<file path="src/rtl/qkv_proj_sequencer.sv">
// QKV projection sequencer: per input-channel group it loads DEPTH weight rows,
// feeds every token, drains the array, and streams partial-sum SRAM read/write addresses.
module qkv_proj_sequencer #(
  parameter int SPATIAL = 27,
  parameter int CHANNEL = 64,
  parameter int DEPTH   = 4,
  parameter int DRAIN   = 19,
  parameter int OUT_LAT = 18,
  parameter int ADDR_W  = 16
) (
  input  logic              clk_i,
  input  logic              rst_ni,
  input  logic              start_i,
  output logic              busy_o,
  output logic              done_o,
  output logic              is_wt_o,
  output logic              is_read_o,
  output logic [ADDR_W-1:0] src_addr_o,
  output logic              acc_rd_en_o,
  output logic [ADDR_W-1:0] acc_rd_addr_o,
  output logic              acc_wr_en_o,
  output logic [ADDR_W-1:0] acc_wr_addr_o,
  output logic              acc_first_o
);

  localparam int TOKENS = SPATIAL * SPATIAL;
  localparam int GROUPS = CHANNEL / DEPTH;
  localparam int GRP_W  = (GROUPS > 1) ? $clog2(GROUPS) : 1;
  localparam int K_W    = (DEPTH > 1) ? $clog2(DEPTH) : 1;
  localparam int T_W    = (TOKENS > 1) ? $clog2(TOKENS) : 1;
  localparam int D_W    = (DRAIN > 1) ? $clog2(DRAIN) : 1;
  localparam int LAT_W  = (OUT_LAT > 1) ? $clog2(OUT_LAT) : 1;
  localparam int LAT_M1 = (OUT_LAT > 0) ? OUT_LAT - 1 : 0;

  typedef enum logic [2:0] {
    S_IDLE,
    S_WLOAD,
    S_FEED,
    S_DRAIN,
    S_DONE
  } state_e;

  state_e            state_q, state_d;
  logic [GRP_W-1:0]  grp_q, grp_d;
  logic [K_W-1:0]    k_q, k_d;
  logic [T_W-1:0]    t_q, t_d;
  logic [D_W-1:0]    d_q, d_d;

  logic              waitRun_q, waitRun_d;
  logic [LAT_W-1:0]  waitCnt_q, waitCnt_d;
  logic              accEn_q, accEn_d;
  logic [T_W-1:0]    accIdx_q, accIdx_d;
  logic              accFirst_q, accFirst_d;
  logic              wrEn_q;
  logic [T_W-1:0]    wrIdx_q;

  logic              busy_q, busy_d;
  logic              done_q, done_d;
  logic              isWt_q, isWt_d;
  logic              isRead_q, isRead_d;
  logic [ADDR_W-1:0] src_q, src_d;

  logic [31:0]       wRow, pRow;
  logic              feedStart, winStart;

  always_comb begin
    state_d = state_q;
    grp_d   = grp_q;
    k_d     = k_q;
    t_d     = t_q;
    d_d     = d_q;
    unique case (state_q)
      S_IDLE: begin
        if (start_i) begin
          state_d = S_WLOAD;
          grp_d   = '0;
          k_d     = '0;
        end
      end
      S_WLOAD: begin
        if (k_q == K_W'(DEPTH - 1)) begin
          state_d = S_FEED;
          k_d     = '0;
          t_d     = '0;
        end else begin
          k_d = k_q + K_W'(1);
        end
      end
      S_FEED: begin
        if (t_q == T_W'(TOKENS - 1)) begin
          state_d = S_DRAIN;
          t_d     = '0;
          d_d     = '0;
        end else begin
          t_d = t_q + T_W'(1);
        end
      end
      S_DRAIN: begin
        if (d_q == D_W'(DRAIN - 1)) begin
          d_d = '0;
          if (grp_q == GRP_W'(GROUPS - 1)) begin
            state_d = S_DONE;
          end else begin
            grp_d   = grp_q + GRP_W'(1);
            k_d     = '0;
            state_d = S_WLOAD;
          end
        end else begin
          d_d = d_q + D_W'(1);
        end
      end
      S_DONE:  state_d = S_IDLE;
      default: state_d = S_IDLE;
    endcase
  end

  // Outputs are decoded from the next state so every output port is a flop.
  always_comb begin
    busy_d   = 1'b0;
    done_d   = 1'b0;
    isWt_d   = 1'b0;
    isRead_d = 1'b0;
    src_d    = '0;
    wRow     = 32'(grp_d) * 32'(DEPTH) + 32'(k_d);
    pRow     = 32'(grp_d) * 32'(TOKENS) + 32'(t_d);
    unique case (state_d)
      S_WLOAD: begin
        busy_d   = 1'b1;
        isWt_d   = 1'b1;
        isRead_d = 1'b1;
        src_d    = ADDR_W'(wRow);
      end
      S_FEED: begin
        busy_d   = 1'b1;
        isRead_d = 1'b1;
        src_d    = ADDR_W'(pRow);
      end
      S_DRAIN: busy_d = 1'b1;
      S_DONE:  done_d = 1'b1;
      default: ;
    endcase
  end

  // The accumulator window is timed from the first feed cycle of each group,
  // independent of the main FSM, so it can spill over into the drain phase.
  always_comb begin
    feedStart  = (state_d == S_FEED) && (state_q != S_FEED);
    winStart   = (OUT_LAT == 0) ? feedStart
                                : (waitRun_q && (waitCnt_q == LAT_W'(LAT_M1)));
    waitRun_d  = waitRun_q;
    waitCnt_d  = waitCnt_q;
    accEn_d    = accEn_q;
    accIdx_d   = accIdx_q;
    accFirst_d = accFirst_q;
    if (feedStart) begin
      waitRun_d = (OUT_LAT != 0);
      waitCnt_d = '0;
    end else if (winStart) begin
      waitRun_d = 1'b0;
      waitCnt_d = '0;
    end else if (waitRun_q) begin
      waitCnt_d = waitCnt_q + LAT_W'(1);
    end
    if (winStart) begin
      accEn_d    = 1'b1;
      accIdx_d   = '0;
      accFirst_d = (grp_d == '0);
    end else if (accEn_q) begin
      if (accIdx_q == T_W'(TOKENS - 1)) begin
        accEn_d    = 1'b0;
        accIdx_d   = '0;
        accFirst_d = 1'b0;
      end else begin
        accIdx_d = accIdx_q + T_W'(1);
      end
    end
  end

  always_ff @(posedge clk_i or negedge rst_ni) begin
    if (!rst_ni) begin
      state_q    <= S_IDLE;
      grp_q      <= '0;
      k_q        <= '0;
      t_q        <= '0;
      d_q        <= '0;
      waitRun_q  <= 1'b0;
      waitCnt_q  <= '0;
      accEn_q    <= 1'b0;
      accIdx_q   <= '0;
      accFirst_q <= 1'b0;
      wrEn_q     <= 1'b0;
      wrIdx_q    <= '0;
      busy_q     <= 1'b0;
      done_q     <= 1'b0;
      isWt_q     <= 1'b0;
      isRead_q   <= 1'b0;
      src_q      <= '0;
    end else begin
      state_q    <= state_d;
      grp_q      <= grp_d;
      k_q        <= k_d;
      t_q        <= t_d;
      d_q        <= d_d;
      waitRun_q  <= waitRun_d;
      waitCnt_q  <= waitCnt_d;
      accEn_q    <= accEn_d;
      accIdx_q   <= accIdx_d;
      accFirst_q <= accFirst_d;
      wrEn_q     <= accEn_q;
      wrIdx_q    <= accIdx_q;
      busy_q     <= busy_d;
      done_q     <= done_d;
      isWt_q     <= isWt_d;
      isRead_q   <= isRead_d;
      src_q      <= src_d;
    end
  end

  assign busy_o        = busy_q;
  assign done_o        = done_q;
  assign is_wt_o       = isWt_q;
  assign is_read_o     = isRead_q;
  assign src_addr_o    = src_q;
  assign acc_rd_en_o   = accEn_q;
  assign acc_rd_addr_o = ADDR_W'(accIdx_q);
  assign acc_wr_en_o   = wrEn_q;
  assign acc_wr_addr_o = ADDR_W'(wrIdx_q);
  assign acc_first_o   = accFirst_q;

endmodule

</file>
<file path="config.mk">
export PLATFORM = sky130hd
export DESIGN_NAME = qkv_proj_sequencer
export DESIGN_NICKNAME = d
export VERILOG_FILES = /design/src/rtl/qkv_proj_sequencer.sv
export SDC_FILE = /design/constraint.sdc
export NUM_CORES = 1
export LEC_CHECK = 0
export ABC_AREA = 1
export BUFFER_PORTS_ARGS = -buffer_cell sky130_fd_sc_hd__buf_2
export CAP_MARGIN = 20
export CORE_ASPECT_RATIO = 1.75
export CORE_MARGIN = 3
export CORE_UTILIZATION = 40
export CTS_BUF_LIST = sky130_fd_sc_hd__clkbuf_8
export DETAILED_ROUTE_END_ITERATION = 8
export PLACE_DENSITY_LB_ADDON = 0.2
export SKIP_LAST_GASP = 1
export SLEW_MARGIN = 15
export SYNTH_ARGS = -nofsm -noshare
export SYNTH_HDL_FRONTEND = slang
export SYNTH_SLANG_ARGS = --single-unit
export TNS_END_PERCENT = 5
</file>
<file path="constraint.sdc">
create_clock -name clk_i -period 9.1 [get_ports clk_i]
set_clock_uncertainty 0.15 [all_clocks]
set_input_delay 0.91 -clock clk_i [delete_from_list [all_inputs] [get_ports clk_i]]
set_output_delay 0.91 -clock clk_i [all_outputs]
set_load 0.05 [all_outputs]
</file>
# Yosys cells after proc, flatten, opt, wreduce, memory -nomap -nowiden
# Index checks and enable logic that the tools add are counted.
# W data, S select, Z words.
[op_classes] n_addsub=8 mul=1 eq_ne=15 n_mux=40 n_reduce_logical=13
[ops] cell="$mux W10" n=5
[ops] cell="$pmux W15 S2" n=1
[ops] cell="$mux W5" n=5
[ops] cell="$add A10 B1 Y10 const B" n=2
[ops] cell="$eq A10 B10 Y1 const B" n=2
[ops] cell="$pmux W10 S2" n=1
[ops] cell="$add A14 B10 Y15" n=1
[ops] cell="$mux W3" n=5
[ops] cell="$mul A4 B10 Y14 const B" n=1
[ops] cell="$eq A3 B2 Y1 const B" n=4
[ops] cell="$mux W1" n=12
[ops] cell="$mux W4" n=3
[ops] cell="$pmux W3 S4" n=1
[ops] cell="$add A5 B1 Y5 const B" n=2
[ops] cell="$eq A5 B5 Y1 const B" n=2
[ops] cell="$pmux W5 S2" n=1
[ops] cell="$mux W2" n=4
[ops] cell="$pmux W4 S2" n=1
[ops] cell="$reduce_bool A2 Y1" n=4
[ops] cell="$add A6 B2 Y7" n=1
[ops] cell="$eq A3 B1 Y1 const B" n=2
[ops] cell="$pmux W2 S3" n=1
[ops] cell="$add A4 B1 Y4 const B" n=1
[ops] cell="$eq A4 B4 Y1 const B" n=1
[ops] cell="other kinds (12)" n=14
[totals] register_bits=73 in_bits=3 out_inout_bits=55

# Logic depth before layout (Yosys ltp)
# Gate-level depths: netlist (run 1).
[logic_depth] depth_word=7 ltp_mapped=25 depth_no_buf=25

# Worst setup path before layout (run 1)
# OpenSTA, ideal clock, no wires.
[synth_path] path_kind="input to register" from="input port start_i" to="register src_q[10], in the netlist src_addr_o[10]" setup_time_ns=0.121 arrival_time_ns=3.830 t_required_ns=8.829 slack_ns=4.999 path_stages=17 path_cell_list="nand3_1 -> nand3_1 -> a21oi_1 -> inv_1 -> ha_1 -> inv_1 -> fa_1 -> fa_1 -> inv_1 -> ha_1 -> nand2_1 -> nor2_1 -> nand3_1 -> nand3_1 -> nand2_1 -> nand2_1 -> nor2_1"
[synth_between] elab_chain_len=5 word_cells_on_any_way=9 cone_classes="1 x add/sub; 1 x mul; 2 x eq/ne; 5 x mux"
[synth_lines] item="start, declared" line="13" source="input logic start_i,"
[synth_lines] item="$mux W4" line="74" source="if (start_i) begin"
[synth_lines] item="$pmux W4 S2" line="72" source="unique case (state_q)"
[synth_lines] item="named net grp_d[3]" line="44" source="logic [GRP_W-1:0] grp_q, grp_d;"
[synth_lines] item="$mul A4 B10 Y14" line="125" source="pRow = 32'(grp_d) * 32'(TOKENS) + 32'(t_d);"
[synth_lines] item="$add A14 B10 Y15" line="125"
[synth_lines] item="$pmux W15 S2" line="126" source="unique case (state_d)"
[synth_lines] item="named net src_d[10]" line="61" source="logic [ADDR_W-1:0] src_q, src_d;"
[synth_lines] item="end signal, assigned" line="215" source="src_q <= src_d;"
[synth_lines] item="end, declared" line="61"
# The timed path passes the listed nets, and every way through them passes these cells.
# A chain may end at the register's enable or synchronous reset.

# Final worst setup path (run 1)
[layout_path] from="register d_q[0]" to="register src_q[11], in the netlist src_addr_o[11]"
[layout_between] elab_chain_len=6 word_cells_on_any_way=10 cone_classes="1 x add/sub; 1 x mul; 3 x eq/ne; 5 x mux"
[layout_lines] item="start, declared" line="47" source="logic [D_W-1:0] d_q, d_d;"
[layout_lines] item="start signal, assigned" line="185" source="d_q <= '0;"
[layout_lines] item="start signal, assigned" line="203" source="d_q <= d_d;"
[layout_lines] item="$eq A5 B5 Y1" line="99" source="if (d_q == D_W'(DRAIN - 1)) begin"
[layout_lines] item="$mux W4" line="99"
[layout_lines] item="$pmux W4 S2" line="72"
[layout_lines] item="named net grp_d[3]" line="44"
[layout_lines] item="$mul A4 B10 Y14" line="125"
[layout_lines] item="$add A14 B10 Y15" line="125"
[layout_lines] item="$pmux W15 S2" line="126"
[layout_lines] item="named net src_d[11]" line="61"
# The timed path passes the listed nets, and every way through them passes these cells.

==> results.yml, run 1 <==
sta:
  maxSlewHeadroom_pct: 37.2
  setup_violations: 0
  drv_slew: 0
  period_share_pct: 48.6
  timing.hold.ws_ps: 283
  worst_pin_slew_ps: 942
  setup_slack_ps: 4680
  fin_tns_setup_ps: 0
  rsz0062_at_grt: "no"
  period_needed_ps: 4420
  hold_violations: 0
  max_freq_mhz: 226
critical_path:
  worstRegToRegCells: 20
  arrival_ps: 4520
  worst-path-buf-inv: 4
  cp_slowest_stage_delay_ps: 530
  crit_chain: "inv_1 > ha_1 > nand2_1 > nor2_1 > a21oi_1 > a21oi_1 > inv_1 > ha_1 > inv_1 > fa_1 > fa_1 > inv_1 > ha_1 > nand2_1 > nor2_1 > nand3_1 > nand3_1 > nand2_1 > nand2_1 > nor2_1"
  crit_fanout: 7
  worstReg2RegStart: "d_q[0]"
  cp-end-kind: "register"
  path_depth: 20
  worstReg2RegEnd: "src_addr_o[11]"
  regToRegSetupSlack_ps: 4680
  cp-endpoint: "src_addr_o[11]"
  critical_path.top_delay_family: "adder cells"
  crit_slowest_cell: "fa_1"
  cp.required_ps: 9200
  crit_start: "d_q[0]"
  crit_type: "register to register"
  start_kind: "register"
global_route:
  grt_pass1_wl_um: 18000
  grt_pass1_vias: 3924
  antenna_found_initial: 0
  grt-ovfl-total: 0
  grtUsageTotal_pct: 17.9
  grt_max_degree: 73
route:
  drc: 0
  drt_first_pass_iters: 4
  vias_per_cell: 4.97
  vias: 3842
  wl_per_cell_um: 14.2
  met3_length_um: 373
  final_antenna_net_count: 0
  route.met2.wl_um: 6210
  top_layer: "met4"
  wl_um: 10900
  first_iter_violations: 158
  wl_met1_um: 3930
finish:
  design_area_um2: 5190
  multi_input_area_um2: 2360
  final_common_cell: "nand2_1"
  areaGrowthSynthToFinish_pct: 12.5
  layout-drive-gt1-share_pct: 12.5
  final_nets: 687
  final_cell_mix: "nand2_1 (141), inv_1 (96), dfrtp_1 (72)"
  final_util_pct: 46.4
  nFillCells: 1115
  seq_area_um2: 1800
  stdcell_count: 773
  diodes: 0
clock_tree:
  clockBufferDepth: 2
  post_cts_buffers: 0
  numCtsBuffers: 9
  clock_latency_ps: 370
  root_buffer: "clkbuf_8"
  hold_buffers: 0
  ctsResizeCount: 0
  clkSinkCount: 72
  clkTransAtPathRegs_ps: 80
  htree_levels: 3
  tritoncts: "built"
logic_synthesis:
  syn_inst: 583
  synth_cell_types: 28
  netlist.area_leader.share_pct: 39.1
  synth.avg_cell_area_um2: 7.90
  synth_ff_type: "dfrtp_1"
  synth_area_leaders: "dfrtp_1 (39%), nand2_1 (11%), ha_1 (11%)"
  synthArstFlopShare_pct: 100
  synth_warnings: 0
  synth_area_um2: 4610
  synth_top_area_cell: "dfrtp_1"
  seq_area_frac_synth_pct: 39.1
  synth_edf_count: 0
  synth-seq-cells: 72
placed_design:
  dp_cells: 757
  place_area_um2: 4930
  place_congestion: 0.929
  dp_hpwl_um: 8650
  io_buffers: 44
  place_ws_ps: 4330
power:
  vdd_drop_max_mv: 0.151
  total_power_uw: 663
  powerDensity_nw_per_um2: 128
  p_leak_nw: 2.90
floorplan:
  core-area_um2: 11200
  die-area_um2: 12900
  fp.dieH_um: 148
  chipWidth_um: 87.1
  pin_count: 58
  rows: 51
  initial_core_util_pct: 41.3
outcome:
  status: "complete, no violations"
run:
  drv_cap: 0
min_path:
  hold_class: "register to register"
how the worst min path moves through the flow:
stage / to / slack [ps] / cells past startpoint / start
2_1_floorplan: k_q[1] / 320 / 2 / k_q[1]
3_3_place_gp: wrIdx_q[4] / 270 / 0 / accIdx_q[4]
3_5_place_dp: wrIdx_q[4] / 270 / 0 / accIdx_q[4]
4_1_cts: wrIdx_q[4] / 290 / 0 / accIdx_q[4]
5_1_grt: wrIdx_q[4] / 300 / 0 / accIdx_q[4]
6_report: wrIdx_q[4] / 280 / 0 / accIdx_q[4]
layout make-up:
| type | instances | share of cell area (%) |
|---|---|---|
| clock buffer | 10 | 2.65 |
| clock inverter | 6 | 2.22 |
| inverter | 101 | 7.31 |
| multi-input combinational | 407 | 45.5 |
| sequential | 72 | 34.7 |
| tap | 132 | 3.18 |
| timing repair buffer | 45 | 4.39 |
routing by layer:
metal	vias to the layer above	track usage (%)
met5	-	0
met4	0	8.29
met3	29	2.96
met2	81	34.9
met1	1803	17.5
li1	1929	-
cell usage after synthesis, types with 6 or more instances:
master / number
nand2_1: 141
inv_1: 96
dfrtp_1: 72
nand3_1: 57
nor2_1: 55
ha_1: 40
o21ai_0: 24
buf_4: 15
nand4_1: 15
a21oi_1: 13
xor2_1: 10
fa_1: 8
xnor2_1: 6
cell families (layout without fill, tap and decap cells):
group	after synthesis	count (layout)	share of synthesized area [%]
and+or+nand+nor	286	286	27.9
buffers and inverters	116	162	10.7
DFF	72	72	39.1
adders and majority gates	48	48	14.3
AOI/OAI and AO/OA	44	44	4.89
xor gates and xnor gates	16	16	3.04
other	1	13	0.0814
power breakdown:
part | internal, mW | total, mW | switching (mW) | leakage (nW)
Sequential | 0.320 | 0.320 | 0 | 0.860
Combinational | 0.000574 | 0.0186 | 0.0180 | 1.92
Clock | 0.191 | 0.325 | 0.134 | 0.123
sequential cells by signal (all words and copies together), names as in the netlist, 2 cells and up:
signal      flops
state_q         3
k_q             2
src_addr_o     15
waitCnt_q       5
grp_q           4
accIdx_q       10
d_q             5
wrIdx_q        10
t_q            10
(Power assumes the default switching activity.)
==> run 2, diff against run 1 <==
Settings changed: ABC_AREA 1 to 0.
Clock period 9.1 ns to 4.4 ns, I/O delays scaled along.
==> run 2 against run 1 <==
Net effect:
- worst hold slack lost 220 ps
- clock power grew 93%
- fmax grew 4.0%
- count of clock-buffer cells in the layout shrank 1
- synthesized area shrank 6.2%
- via count shrank 11%
- critical endpoint is now src_addr_o[10]
- largest power group is now combinational cells
- highest routed layer unchanged
==> results.yml, run 2 <==
placed_design:
  place_area_um2: 4750
  place_congestion: 0.856
  io_buffers: 44
  dp_hpwl_um: 7540
logic_synthesis:
  netlist.area_leader.share_pct: 41.7
  seq_area_frac_synth_pct: 41.7
  synth_top_family_by_area: "simple AND/OR/NAND/NOR gates"
  synth_compound_area_share_pct: 15.2
  synth_top_area_cell: "dfrtp_1"
  synth_ff_type: "dfrtp_1"
  synth_area_um2: 4320
  synth.avg_cell_area_um2: 9.82
  synth_cell_types: 63
  synthMuxAreaShare_pct: 0.232
  yosys.area_share.adder_pct: 15.3
  yosys-top-cells-count: "dfrtp_1 (72), ha_1 (40), o21ai_0 (40)"
  yosys.area_share.simple_pct: 17.8
  synth_edf_count: 0
  synth_xor_area_share_pct: 3.04
  synth_area_leaders: "dfrtp_1 (42%), ha_1 (12%), o21ai_0 (4.6%)"
  synthArstFlopShare_pct: 100
  synth_warnings: 0
  syn_inst: 440
  synth_most_common_cell: "dfrtp_1"
  synth-seq-cells: 72
global_route:
  grt-ovfl-total: 0
  grt_max_degree: 73
  grtUsageTotal_pct: 17.2
  antenna_found_initial: 0
  grt_pass1_vias: 3466
  grt_pass1_wl_um: 16300
sta:
  drv_slew: 0
  rsz0062_at_grt: "yes"
  hold_violations: 0
  period_needed_ps: 4250
  setup_violations: 0
  fin_tns_setup_ps: 0
  max_freq_mhz: 235
  period_share_pct: 96.6
  maxSlewHeadroom_pct: 38.9
  worst_pin_slew_ps: 917
critical_path:
  cp.required_ps: 4490
  regToRegSetupSlack_ps: 150
  crit_type: "register to register"
  arrival_ps: 4340
  worstRegToRegCells: 15
  crit_start: "grp_q[0]"
  crit_fanout: 4
  cp-endpoint: "src_addr_o[10]"
  cp_slowest_stage_delay_ps: 540
  cp-end-kind: "register"
  worstReg2RegStart: "grp_q[0]"
  start_kind: "register"
  crit_chain: "ha_2 > and3_1 > o21ai_2 > o21ai_1 > a32oi_2 > inv_1 > ha_1 > fa_1 > fa_1 > ha_1 > or2_2 > or3_1 > a31oi_1 > xor2_1 > nor2_1"
  crit_slowest_cell: "fa_1"
  worstReg2RegEnd: "src_addr_o[10]"
power:
  p_leak_nw: 2.65
  vdd_drop_max_mv: 0.280
  total_power_mw: 2.45
  powerDensity_nw_per_um2: 480
finish:
  final_common_cell: "dfrtp_1"
  final_nets: 556
  layout-drive-gt1-share_pct: 22.6
  design_area_um2: 5110
  largest_reg_flops: 15
  nFillCells: 998
  diodes: 0
  areaGrowthSynthToFinish_pct: 18.2
  final_cell_mix: "dfrtp_1 (72), buf_2 (43), inv_1 (38)"
  final_util_pct: 49.0
route:
  route.met2.wl_um: 5470
  wl_um: 9880
  final_antenna_net_count: 0
  met3_length_um: 321
  drt_first_pass_iters: 5
  vias_per_cell: 5.35
  top_layer: "met4"
  wl_per_cell_um: 15.5
  vias: 3401
  wl_met1_um: 3730
  first_iter_violations: 122
  drc: 0
clock_tree:
  hold_buffers: 0
  htree_levels: 3
  clkSinkCount: 72
  clock_latency_ps: 370
  clkTransAtPathRegs_ps: 80
  tritoncts: "built"
  clockBufferDepth: 2
  numCtsBuffers: 9
  root_buffer: "clkbuf_8"
floorplan:
  pin_count: 58
  fp.dieH_um: 144
  core-area_um2: 10400
  chipWidth_um: 84.6
  die-area_um2: 12100
  rows: 49
  initial_core_util_pct: 41.5
outcome:
  status: "complete, no violations"
run:
  drv_cap: 0
min_path:
  hold_class: "primary input to async pin"
run 2: cell count changes after synthesis, sizes merged, moves of 12 or more:
cell | before | now
nand4 | 16 | 2
nor2 | 59 | 27
nand3 | 61 | 16
o21ai | 28 | 40
nand2 | 146 | 36
inv | 101 | 39
run 2: routing by layer:
layer	GRT usage, %	up-vias
met1	16.8	1661
met5	0	-
li1	-	1652
met3	3.44	26
met4	9.34	0
met2	33.1	62
run 2: worst max-delay path: cells and delay by family, from the launching register on:
family	cells	cell delay (ps)
compound gates	4	620
xor+xnor	1	160
fa+ha+maj	5	1750
buf+inv	1	80
flops	1	410
simple gates	4	940
run 2: layout make-up:
class,count,area (um2),share of cell area [%]
multi-input cells,319,2400,46.9
well taps,127,159,3.11
repair buffers,63,365,7.15
clock inverters,6,110,2.15
inverters,40,151,2.96
clock buffers,9,124,2.42
flip-flops and latches,72,1800,35.3
run 2: worst min path at each step:
stage               slack, ps  cells after the start        start     endpoint
floorplan                  -6                      0       rst_ni  accIdx_q[0]
global placement          270                      0  accIdx_q[9]   wrIdx_q[9]
detailed placement        300                      0  accIdx_q[9]   wrIdx_q[9]
CTS                        90                      1       rst_ni     grp_q[3]
global route              150                      1       rst_ni  acc_rd_en_o
finish                     70                      1       rst_ni       d_q[3]
run 2: stage by stage:
stage | std cells | hold slack, ps | setup slack, ps
2_1_floorplan | 452 | -5.59 | 38.1
6_report | 636 | 67.4 | 149
3_3_place_gp | 620 | 273 | 59.8
4_1_cts | 635 | 89.6 | 37.8
5_1_grt | 636 | 153 | -11.0
3_5_place_dp | 620 | 299 | -13.9
run 2: cells by family (layout without fill, tap and decap cells):
kind of cell | count (synthesis) | count (layout)
buffers and inverters | 61 | 118
xor gates and xnor gates | 15 | 15
AOI/OAI and AO/OA | 100 | 100
and+or+nand+nor | 142 | 142
adders and majority gates | 48 | 48
other | 1 | 13
DFF | 72 | 72
muxes | 1 | 1
run 2: what timing repair did:
item,4_1_cts,5_1_grt
endpoints found under the setup margin,2,7
pin swaps,0,7
setup buffers,0,1
resized for setup,1,27
run 2: where the power goes:
part	leakage (nW)	switching, mW	internal (mW)
registers	0.961	0.103	0.785
logic	1.57	0.642	0.296
clock network	0.117	0.255	0.372
total	2.65	1.00	1.45
==> run 3, diff against run 2 <==
--- a/config.mk
+++ b/config.mk
@@ -16,2 +16,3 @@
 export PLACE_DENSITY_LB_ADDON = 0.2
+export REMOVE_ABC_BUFFERS = 1
 export SKIP_LAST_GASP = 1
==> constraint.sdc (replaced) <==
create_clock -name clk_i -period 4.4 [get_ports clk_i]
set_clock_uncertainty 0.15 [all_clocks]
set_input_delay 0.88 -clock clk_i [delete_from_list [all_inputs] [get_ports clk_i]]
set_output_delay 0.88 -clock clk_i [all_outputs]
set_load 0.05 [all_outputs]
==> run 3 against run 2 <==
Net effect:
- count of clock-buffer cells in the layout rose by 1
- routed wire length up 2.6%
- core utilization is 1.9 points higher
- via count rose by 0.59%
- sequential share of layout area down 1.3 points
- sequential power up 0.5%
- register-to-register slack barely moved
- global-route usage is 0.14 points higher
- critical endpoint unchanged
- largest cell class unchanged
- highest routed layer unchanged
==> results.yml, run 3 (synthesis results as in run 2) <==
outcome:
  status: "complete, no violations"
power:
  power_switching_mw: 1.01
  switching_share_pct: 42.7
  p_seq_share_pct: 37.6
  intPower_mw: 1.36
  vdd_drop_max_mv: 0.266
  p_leak_nw: 2.71
  power_frac_clock_pct: 22.7
  p_comb_share_pct: 39.7
  powerDensity_nw_per_um2: 448
global_route:
  grtUsageTotal_pct: 17.3
  grt_pass1_vias: 3506
  grt_pass1_wl_um: 16600
  grt_max_degree: 73
  antenna_found_initial: 0
  grt-ovfl-total: 0
critical_path:
  regToRegSetupSlack_ps: 160
  cp.required_ps: 4500
  crit_fanout: 4
  arrival_ps: 4340
  worstReg2RegStart: "d_q[0]"
  start_kind: "register"
  crit_type: "register to register"
  worstReg2RegEnd: "src_addr_o[10]"
  cp-end-kind: "register"
  worstRegToRegCells: 18
route:
  vias_per_cell: 5.24
  wl_um: 10100
  wl_per_cell_um: 15.5
  first_iter_violations: 91
  vias: 3421
  drt_first_pass_iters: 4
  final_antenna_net_count: 0
  drc: 0
sta:
  max_freq_mhz: 236
  worst_pin_slew_ps: 891
  hold_violations: 0
  period_needed_ps: 4240
  maxSlewHeadroom_pct: 40.6
  timing.hold.ws_ps: 307
  drv_slew: 0
  setup_violations: 0
  period_share_pct: 96.5
placed_design:
  dp_cells: 635
  io_buffers: 44
  place_area_um2: 4860
  place_congestion: 0.857
  dp_hpwl_um: 7630
finish:
  areaGrowthSynthToFinish_pct: 22.7
  largest_reg_flops: 15
  stdcell_count: 653
  final_nets: 573
  final_common_cell: "dfrtp_1"
  layout-drive-gt1-share_pct: 27.8
  diodes: 0
  design_area_um2: 5310
  nFillCells: 992
  final_cell_mix: "dfrtp_1 (71), buf_2 (43), inv_1 (37)"
floorplan:
  pin_count: 58
  initial_core_util_pct: 41.5
  core-area_um2: 10400
  fp.dieH_um: 144
  chipWidth_um: 84.6
  die-area_um2: 12100
  rows: 49
clock_tree:
  root_buffer: "clkbuf_8"
  clkSinkCount: 72
  numCtsBuffers: 9
  hold_buffers: 0
  clock_latency_ps: 370
  tritoncts: "built"
  htree_levels: 3
  clockBufferDepth: 2
  clkTransAtPathRegs_ps: 90
min_path:
  hold_class: "register to register"
  min-delay-start: "accIdx_q[9]"
  whs_endpoint: "wrIdx_q[9]"
  holdPathStages: 0
run:
  drv_cap: 0
==> run 3: metrics by stage <==
stage / worst slack [ps] / total power [mW] / setup TNS, ps / utilization, %
2_1_floorplan: -310 / 1.53 / -1220 / -
5_1_grt: -19.1 / 2.53 / -30.2 / 50.9
6_report: 156 / 2.38 / 0 / 50.9
4_1_cts: 34.6 / 2.38 / 0 / 49.0
3_5_place_dp: -273 / 1.83 / -1080 / 46.6
3_3_place_gp: -188 / 1.80 / -861 / 46.6
==> run 3: timing repair <==
action / CTS / global route
resized for setup: 11 / 39
pin swaps: 2 / 10
endpoints found under the setup margin: 6 / 7
hold endpoints to repair: 0 / 0
buffers inserted: 1 / 2
==> run 3: layer usage <==
layer	up-vias	global-route usage, %	wire length [um]
met2	67	34.0	5740
met1	1645	17.8	3760
met3	19	3.56	390
li1	1690	-	-
met5	-	0	0
met4	0	6.09	234
==> run 3: power by group through the flow <==
stage	Sequential, mW	Clock, mW	Combinational, mW
after floorplan	1.05	0	0.474
after global placement	0.899	0	0.903
after detailed placement	0.900	0	0.925
after CTS	0.889	0.551	0.941
after global routing	0.913	0.574	1.05
final	0.892	0.540	0.943
==> run 3: layout make-up <==
class / instances / area, um2 / area share (%)
clock buffer: 10 / 138 / 2.59
clock inverter: 5 / 57.6 / 1.08
inverter: 40 / 151 / 2.85
multi-input combinational: 319 / 2500 / 47.1
sequential: 72 / 1800 / 34.0
tap: 127 / 159 / 3.00
timing repair buffer: 80 / 500 / 9.43
==> run 3: critical path, cell delays in order, from the launching register on <==
cell and delay (ps):
dfrtp_1 380, inv_1 60, ha_2 210, nand4bb_4 190
buf_6 170, nor2_4 80, a21oi_1 80, or3_4 350
ha_1 290, inv_1 50, fa_2 570, inv_1 50
ha_1 270, ha_2 180, or2_4 250, or3_4 400
a31oi_4 200, xor2_1 150, nor2_1 50
==> run 3: worst max-delay path by stage <==
stage               slack [ps]  startpoint        endpoint
finish                     160      d_q[0]  src_addr_o[10]
global route               -20      d_q[0]  src_addr_o[13]
CTS                         30      d_q[0]  src_addr_o[13]
detailed placement        -270     start_i  src_addr_o[11]
global placement          -190     start_i  src_addr_o[10]
floorplan                 -310     start_i  src_addr_o[10]
